`src/rtl/demux_route_ctrl.sv`:
```
// Buffers (data, dest) words in a small FIFO and sequences a 1-to-4 demux so each
// word reaches exactly one sink. Optional head-of-line stall timeout: ROUTE_TIMEOUT_EN.
//
// state   | meaning
// IDLE    | FIFO empty, no sink valid, Selector holds its last value
// PRESENT | head word presented to sink Selector, held until that sink accepts
// DROP    | head word stalled too long, discarded this cycle (ROUTE_TIMEOUT_EN only)
module demux_route_ctrl #(
  parameter int DATA_LENGTH    = 32,
  parameter int FIFO_DEPTH     = 4,
  parameter int TIMEOUT_CYCLES = 16
) (
  input  logic                          clk,
  input  logic                          reset,
  input  logic                          In_Valid,
  output logic                          In_Ready,
  input  logic [DATA_LENGTH-1:0]        In_Data,
  input  logic [1:0]                    In_Dest,
  output logic [1:0]                    Selector,
  output logic [DATA_LENGTH-1:0]        Demux_Data,
  output logic [3:0]                    Out_Valid,
  input  logic [3:0]                    Out_Ready,
  output logic [$clog2(FIFO_DEPTH):0]   Fifo_Count,
  output logic                          Drop_Pulse
);

  localparam int PTR_W = $clog2(FIFO_DEPTH);
  localparam int CNT_W = PTR_W + 1;
  localparam logic [CNT_W-1:0] FULL_CNT = CNT_W'(FIFO_DEPTH);

`ifdef ROUTE_TIMEOUT_EN
  typedef enum logic [1:0] {IDLE, PRESENT, DROP} state_t;
  localparam int STALL_W = $clog2(TIMEOUT_CYCLES + 1);
  localparam logic [STALL_W-1:0] STALL_LAST = STALL_W'(TIMEOUT_CYCLES - 1);
  logic [STALL_W-1:0] stall_q, stall_d;
`else
  typedef enum logic [1:0] {IDLE, PRESENT} state_t;
`endif

  logic [DATA_LENGTH-1:0] mem_data [FIFO_DEPTH];
  logic [1:0]             mem_dest [FIFO_DEPTH];
  logic [PTR_W-1:0]       wr_ptr, rd_ptr;
  logic [CNT_W-1:0]       count, count_d;
  logic [1:0]             sel_q, head_dest;
  logic [DATA_LENGTH-1:0] head_data;
  logic                   push, pop, discard, advance;
  state_t                 state_q, state_d;

  assign head_dest = mem_dest[rd_ptr];
  assign head_data = mem_data[rd_ptr];

  always_comb begin
    push    = In_Valid & In_Ready;
    pop     = (state_q == PRESENT) & Out_Ready[head_dest];
    discard = 1'b0;
`ifdef ROUTE_TIMEOUT_EN
    discard = (state_q == DROP);
`endif
    advance = pop | discard;
    count_d = count;
    if (push && !advance)
      count_d = count + 1'b1;
    else if (!push && advance)
      count_d = count - 1'b1;
    state_d = (count_d != '0) ? PRESENT : IDLE;
`ifdef ROUTE_TIMEOUT_EN
    // Counter restarts on every pop and on every fresh entry to PRESENT.
    stall_d = '0;
    if (state_q == PRESENT && !pop) begin
      if (stall_q == STALL_LAST)
        state_d = DROP;
      else
        stall_d = stall_q + 1'b1;
    end
`endif
  end

  always_comb begin
    In_Ready   = ~reset & (count != FULL_CNT);
    Out_Valid  = 4'b0000;
    Selector   = sel_q;
    Demux_Data = '0;
    Fifo_Count = count;
    Drop_Pulse = 1'b0;
    if (state_q == PRESENT) begin
      Selector   = head_dest;
      Demux_Data = head_data;
      if (!reset)
        Out_Valid = 4'b0001 << head_dest;
    end
`ifdef ROUTE_TIMEOUT_EN
    Drop_Pulse = (state_q == DROP);
`endif
  end

  always_ff @(posedge clk) begin
    if (reset) begin
      wr_ptr  <= '0;
      rd_ptr  <= '0;
      count   <= '0;
      state_q <= IDLE;
      sel_q   <= 2'd0;
`ifdef ROUTE_TIMEOUT_EN
      stall_q <= '0;
`endif
    end else begin
      if (push) begin
        mem_data[wr_ptr] <= In_Data;
        mem_dest[wr_ptr] <= In_Dest;
        wr_ptr           <= wr_ptr + 1'b1;
      end
      if (advance)
        rd_ptr <= rd_ptr + 1'b1;
      if (state_q == PRESENT)
        sel_q <= head_dest;
      count   <= count_d;
      state_q <= state_d;
`ifdef ROUTE_TIMEOUT_EN
      stall_q <= stall_d;
`endif
    end
  end

endmodule

```
`config.mk`:
```
export PLATFORM = sky130hd
export DESIGN_NAME = demux_route_ctrl
export DESIGN_NICKNAME = d
export VERILOG_FILES = /design/src/rtl/demux_route_ctrl.sv
export SDC_FILE = /design/constraint.sdc
export NUM_CORES = 1
export LEC_CHECK = 0
export BUFFER_PORTS_ARGS = -buffer_cell sky130_fd_sc_hd__clkbuf_2
export CORE_MARGIN = 4
export CORE_UTILIZATION = 30
export CTS_CLUSTER_DIAMETER = 40
export CTS_CLUSTER_SIZE = 28
export DETAILED_ROUTE_END_ITERATION = 8
export GPL_TIMING_DRIVEN = 0
export SETUP_SLACK_MARGIN = 0.02
export SKIP_LAST_GASP = 1
export SYNTH_ARGS = -nofsm -noshare
export SYNTH_HDL_FRONTEND = slang
export SYNTH_SLANG_ARGS = --single-unit
```
`constraint.sdc`:
```
create_clock -name clk -period 5.77 [get_ports clk]
set_clock_uncertainty 0.05 [all_clocks]
set_input_delay 1.154 -clock clk [delete_from_list [all_inputs] [get_ports clk]]
set_output_delay 1.154 -clock clk [all_outputs]
set_load 0.005 [all_outputs]
```
==> metrics.md <==
| Metric | Value |
|---|---|
| Worst path depth | 5 |
| Row cnt | 50 |
| Initial Util | between 30% and 40% |
| Synth Area in Compound Gates | 1.816% |
| R2r endpoint | state_q[0] |
| I/O Buffers | around 80 |
| Nets | ~450 |
| Num ports | 84 |
| Die ar. | approximately 0.022 mm^2 |
| Sw Ratio | around 25% |
| Number of setup violations in the final report | 0 |
| Worst EP required | roughly 4600 ps |
| Fin crit period | between 3000 and 4000 ps |
| Mean post-synth cell area | roughly 20 um^2 |
| Critical Path Sink | Demux_Data[4] |
| CP Data Arrival Time | 2350 ps |
| Crit-path max FO | 10 |
| P_leak | approximately 2.5 nW |
| Global-route wire length before repair | approximately 19000 um |
| Peak VDD IR | 0.2677 mV |
| TritonCTS clock tree | yes |
| Worst path bufs/invs | 3 |
| Die span in x | around 150 um |
| Sink Count | around 150 |
| Post-Syn Area | around 0.0059 mm^2 |
| Post-Synth Simple-Gate Area | under 10% |
| Post-Syn Nets | 347 |
| Synth Register Bits | approximately 150 |
| Fmax | between 200 and 300 MHz |
| Worst skew pair latency | just over 400 ps |
| Dpl hpwl | between 7000 and 8000 um |
| Chip height | about 150 um |
| CTS Hold Bufs | 0 |
| Most common cell after layout, fill and taps aside | edfxtp_1 |
| Finished Layout Cells | approximately 680 |
| Sw power | slightly above 0.7 mW |
| Power Dens Cells | roughly 400 mW/mm^2 |
| CTS H-tree depth | 4 |
| CP max stage delay | a little under 600 ps |
| Endpoint class of the critical path | output port |
| Unrepaired setup endpoints after global routing | false |
| DRC | 0 |
| Syn. warnings | 0 |
| Tightest Pin Transition | between 700 and 800 ps |
| Critical Path, Cell by Cell | clkbuf_1 > clkbuf_1 > mux4_2 > and2_1 > clkbuf_2 |
| # fillers | ~1700 |
| Max Cap Viol | 0 |
| CTS clk-pin slew, worst paths | 60 ps |
| Netlist cell types | 33 |
| Cell mode on critical path | clkbuf_1 |
| Sequential Area | about 0.0043 mm^2 |
| Synth Area in XOR/XNOR | less than 1% |
| DR WL/cell | between 15 and 20 um |
| Most frequent cells in the layout | edfxtp_1 (136), clkbuf_2 (82), mux4_2 (34), and2_1 (34), clkbuf_16 (17) |
| Final Hold Vio Count | 0 |
| Setup TNS | 0 ps |
| Total track usage | between 10% and 20% |
| Async S/R FF share, synth | 0% |
| 1st-iter DRT viols | 100 |
| Run status | complete, no violations |
| Seq pwr share | between 40% and 50% |
| Largest family of logic cells by synthesized area | multiplexers |
| Critical path's slowest cell | clkbuf_1 |
| Comb power frac | 19.8% |
| Num CTS Buffers | 17 |
| Setup Fix Bufs, Post-CTS | 0 |
| Vias in the first global route | about 3400 |
| Clock share of power | ~36% |
| Via-per-instance ratio | ~4.4 |
| Post-Route WL | 11730 um |
| Core area | between 0.015 and 0.02 mm^2 |
| Internal Pwr Total | between 2 and 2.5 mW |
| Max Buffers Root-to-Sink | 2 |
| Drt first pass iters | 4 |
| Post-Synth Adder-Cell Area | ~1.5% |
| Startpoint Class | register |
| Tightest Hold Check Type | register to register |
| P&R area growth vs syn | 23.91% |
| Post-synth top flop | edfxtp_1 |
| Post-synth EDFFs | ~140 |
| Root Driver | clkbuf_16 |
| Antenna violations before repair | 1 |
| Remaining Overflow, GRT | 0 |
| Placed cell count | ~650 |
| Mux cell area share after synthesis | between 10% and 20% |
| WS Path Type | register to output port |
| Routability congestion estimate | around 0.70 |
| Area of the multi-input gates | about 0.0014 mm^2 |
| Reg2Reg Setup Slack | 3310 ps |
| CP top delay family | buffers and inverters |
| Post-DRT Antenna Nets | 0 |
| Share of cells above drive strength 1 | between 30% and 40% |
| Worst r2r src | Fifo_Count[0] |
| Final period util | 61.52% |
| R2R depth | 8 |
| Diode count | 0 |
| Via count | ~3000 |
| Cts repair resizes | 0 |
| Relative slew slack | between 50% and 60% |
| Post-synthesis sequential area ratio | between 70% and 80% |
| Final Max Tran Viols | 0 |
| Cells after synthesis | ~300 |
| Largest net degree at the start of global routing | 23 |
-- routing by layer --
metal / track usage (%) / wire [um]
met5: 0 / 13
met4: 3.774 / 134
met3: 4.598 / 661
met2: 19.68 / 6053
met1: 12.81 / 4870
-- per-stage QoR --
| stage | cell area (um^2) | total power, mW | util, % | hold WS, ps | worst slack (ps) |
|---|---|---|---|---|---|
| 4_1_cts | 7256 | 2.929 | 38.28 | 463.4 | 2106 |
| 5_1_grt | 7256 | 3.030 | 38.28 | 499.0 | 2030 |
| 2_1_floorplan | 5856 | 1.648 | - | 409.1 | 2834 |
| 3_5_place_dp | 6691 | 1.873 | 35.30 | 453.3 | 2549 |
| 6_report | 7256 | 2.870 | 38.28 | 450.8 | 2221 |
| 3_3_place_gp | 6591 | 1.849 | 34.77 | 422.4 | 1893 |
-- sequential cells by signal (all words and copies together), names as in the netlist, named ones only --
register    count
Fifo_Count      3
mem_data      128
mem_dest        8
rd_ptr          2
sel_q           2
state_q         1
wr_ptr          2
-- synth_stat cells (2+ instances only) --
cell / instances / area, um^2
mux2i_1: 2 / 20.02
and2_1: 34 / 212.7
inv_1: 6 / 22.52
xnor2_1: 4 / 35.03
ha_1: 7 / 87.58
and3_1: 5 / 31.28
nor4b_1: 2 / 17.52
edfxtp_1: 136 / 4084
nand2_1: 3 / 11.26
a211oi_1: 2 / 15.01
a21oi_1: 4 / 20.02
dfxtp_1: 12 / 240.2
mux2_2: 3 / 33.78
buf_2: 3 / 15.01
clkbuf_1: 10 / 37.54
o21ai_0: 3 / 15.01
nor2_1: 12 / 45.04
nor2b_1: 3 / 18.77
mux4_2: 34 / 765.7
-- worst min-delay path, delay by kind of cell, from the launching register on --
kind,cells,cell delay (ps)
AO/OA/AOI/OAI,2,150
flip-flops,1,300
-- power groups by stage --
stage | clock network [mW] | registers (mW) | logic (mW)
2_1_floorplan | 0 | 1.28 | 0.372
3_3_place_gp | 0 | 1.28 | 0.569
3_5_place_dp | 0 | 1.28 | 0.593
4_1_cts | 1.08 | 1.26 | 0.595
5_1_grt | 1.13 | 1.26 | 0.639
6_report | 1.04 | 1.26 | 0.568
-- area by class of cell --
cell class | count | area share [%]
sequential | 148 | 59.60
multi-input combinational | 130 | 19.88
timing repair buffer | 86 | 6.967
clock buffer | 19 | 5.967
tap | 260 | 4.484
clock inverter | 12 | 1.811
buffer | 15 | 0.9829
inverter | 6 | 0.3104
-- kinds of logic (layout without fill, tap and decap cells) --
group,Yosys count,count (layout)
other,1,1
adders and majority gates,7,7
buffers and inverters,21,138
muxes,40,40
AOI/OAI and AO/OA,14,14
and+or+nand+nor,64,64
DFF,148,148
xor gates and xnor gates,4,4
-- how the worst min path moves through the flow --
stage               startpoint         to  slack, ps  cells after the start
floorplan            rd_ptr[1]   register        410                      2
global placement     rd_ptr[1]  rd_ptr[1]        420                      2
detailed placement   rd_ptr[1]  rd_ptr[1]        450                      2
CTS                  rd_ptr[1]  rd_ptr[1]        460                      2
global route         rd_ptr[1]  rd_ptr[1]        500                      2
finish               rd_ptr[1]  rd_ptr[1]        450                      2
Power figures use the tool's default switching activity.
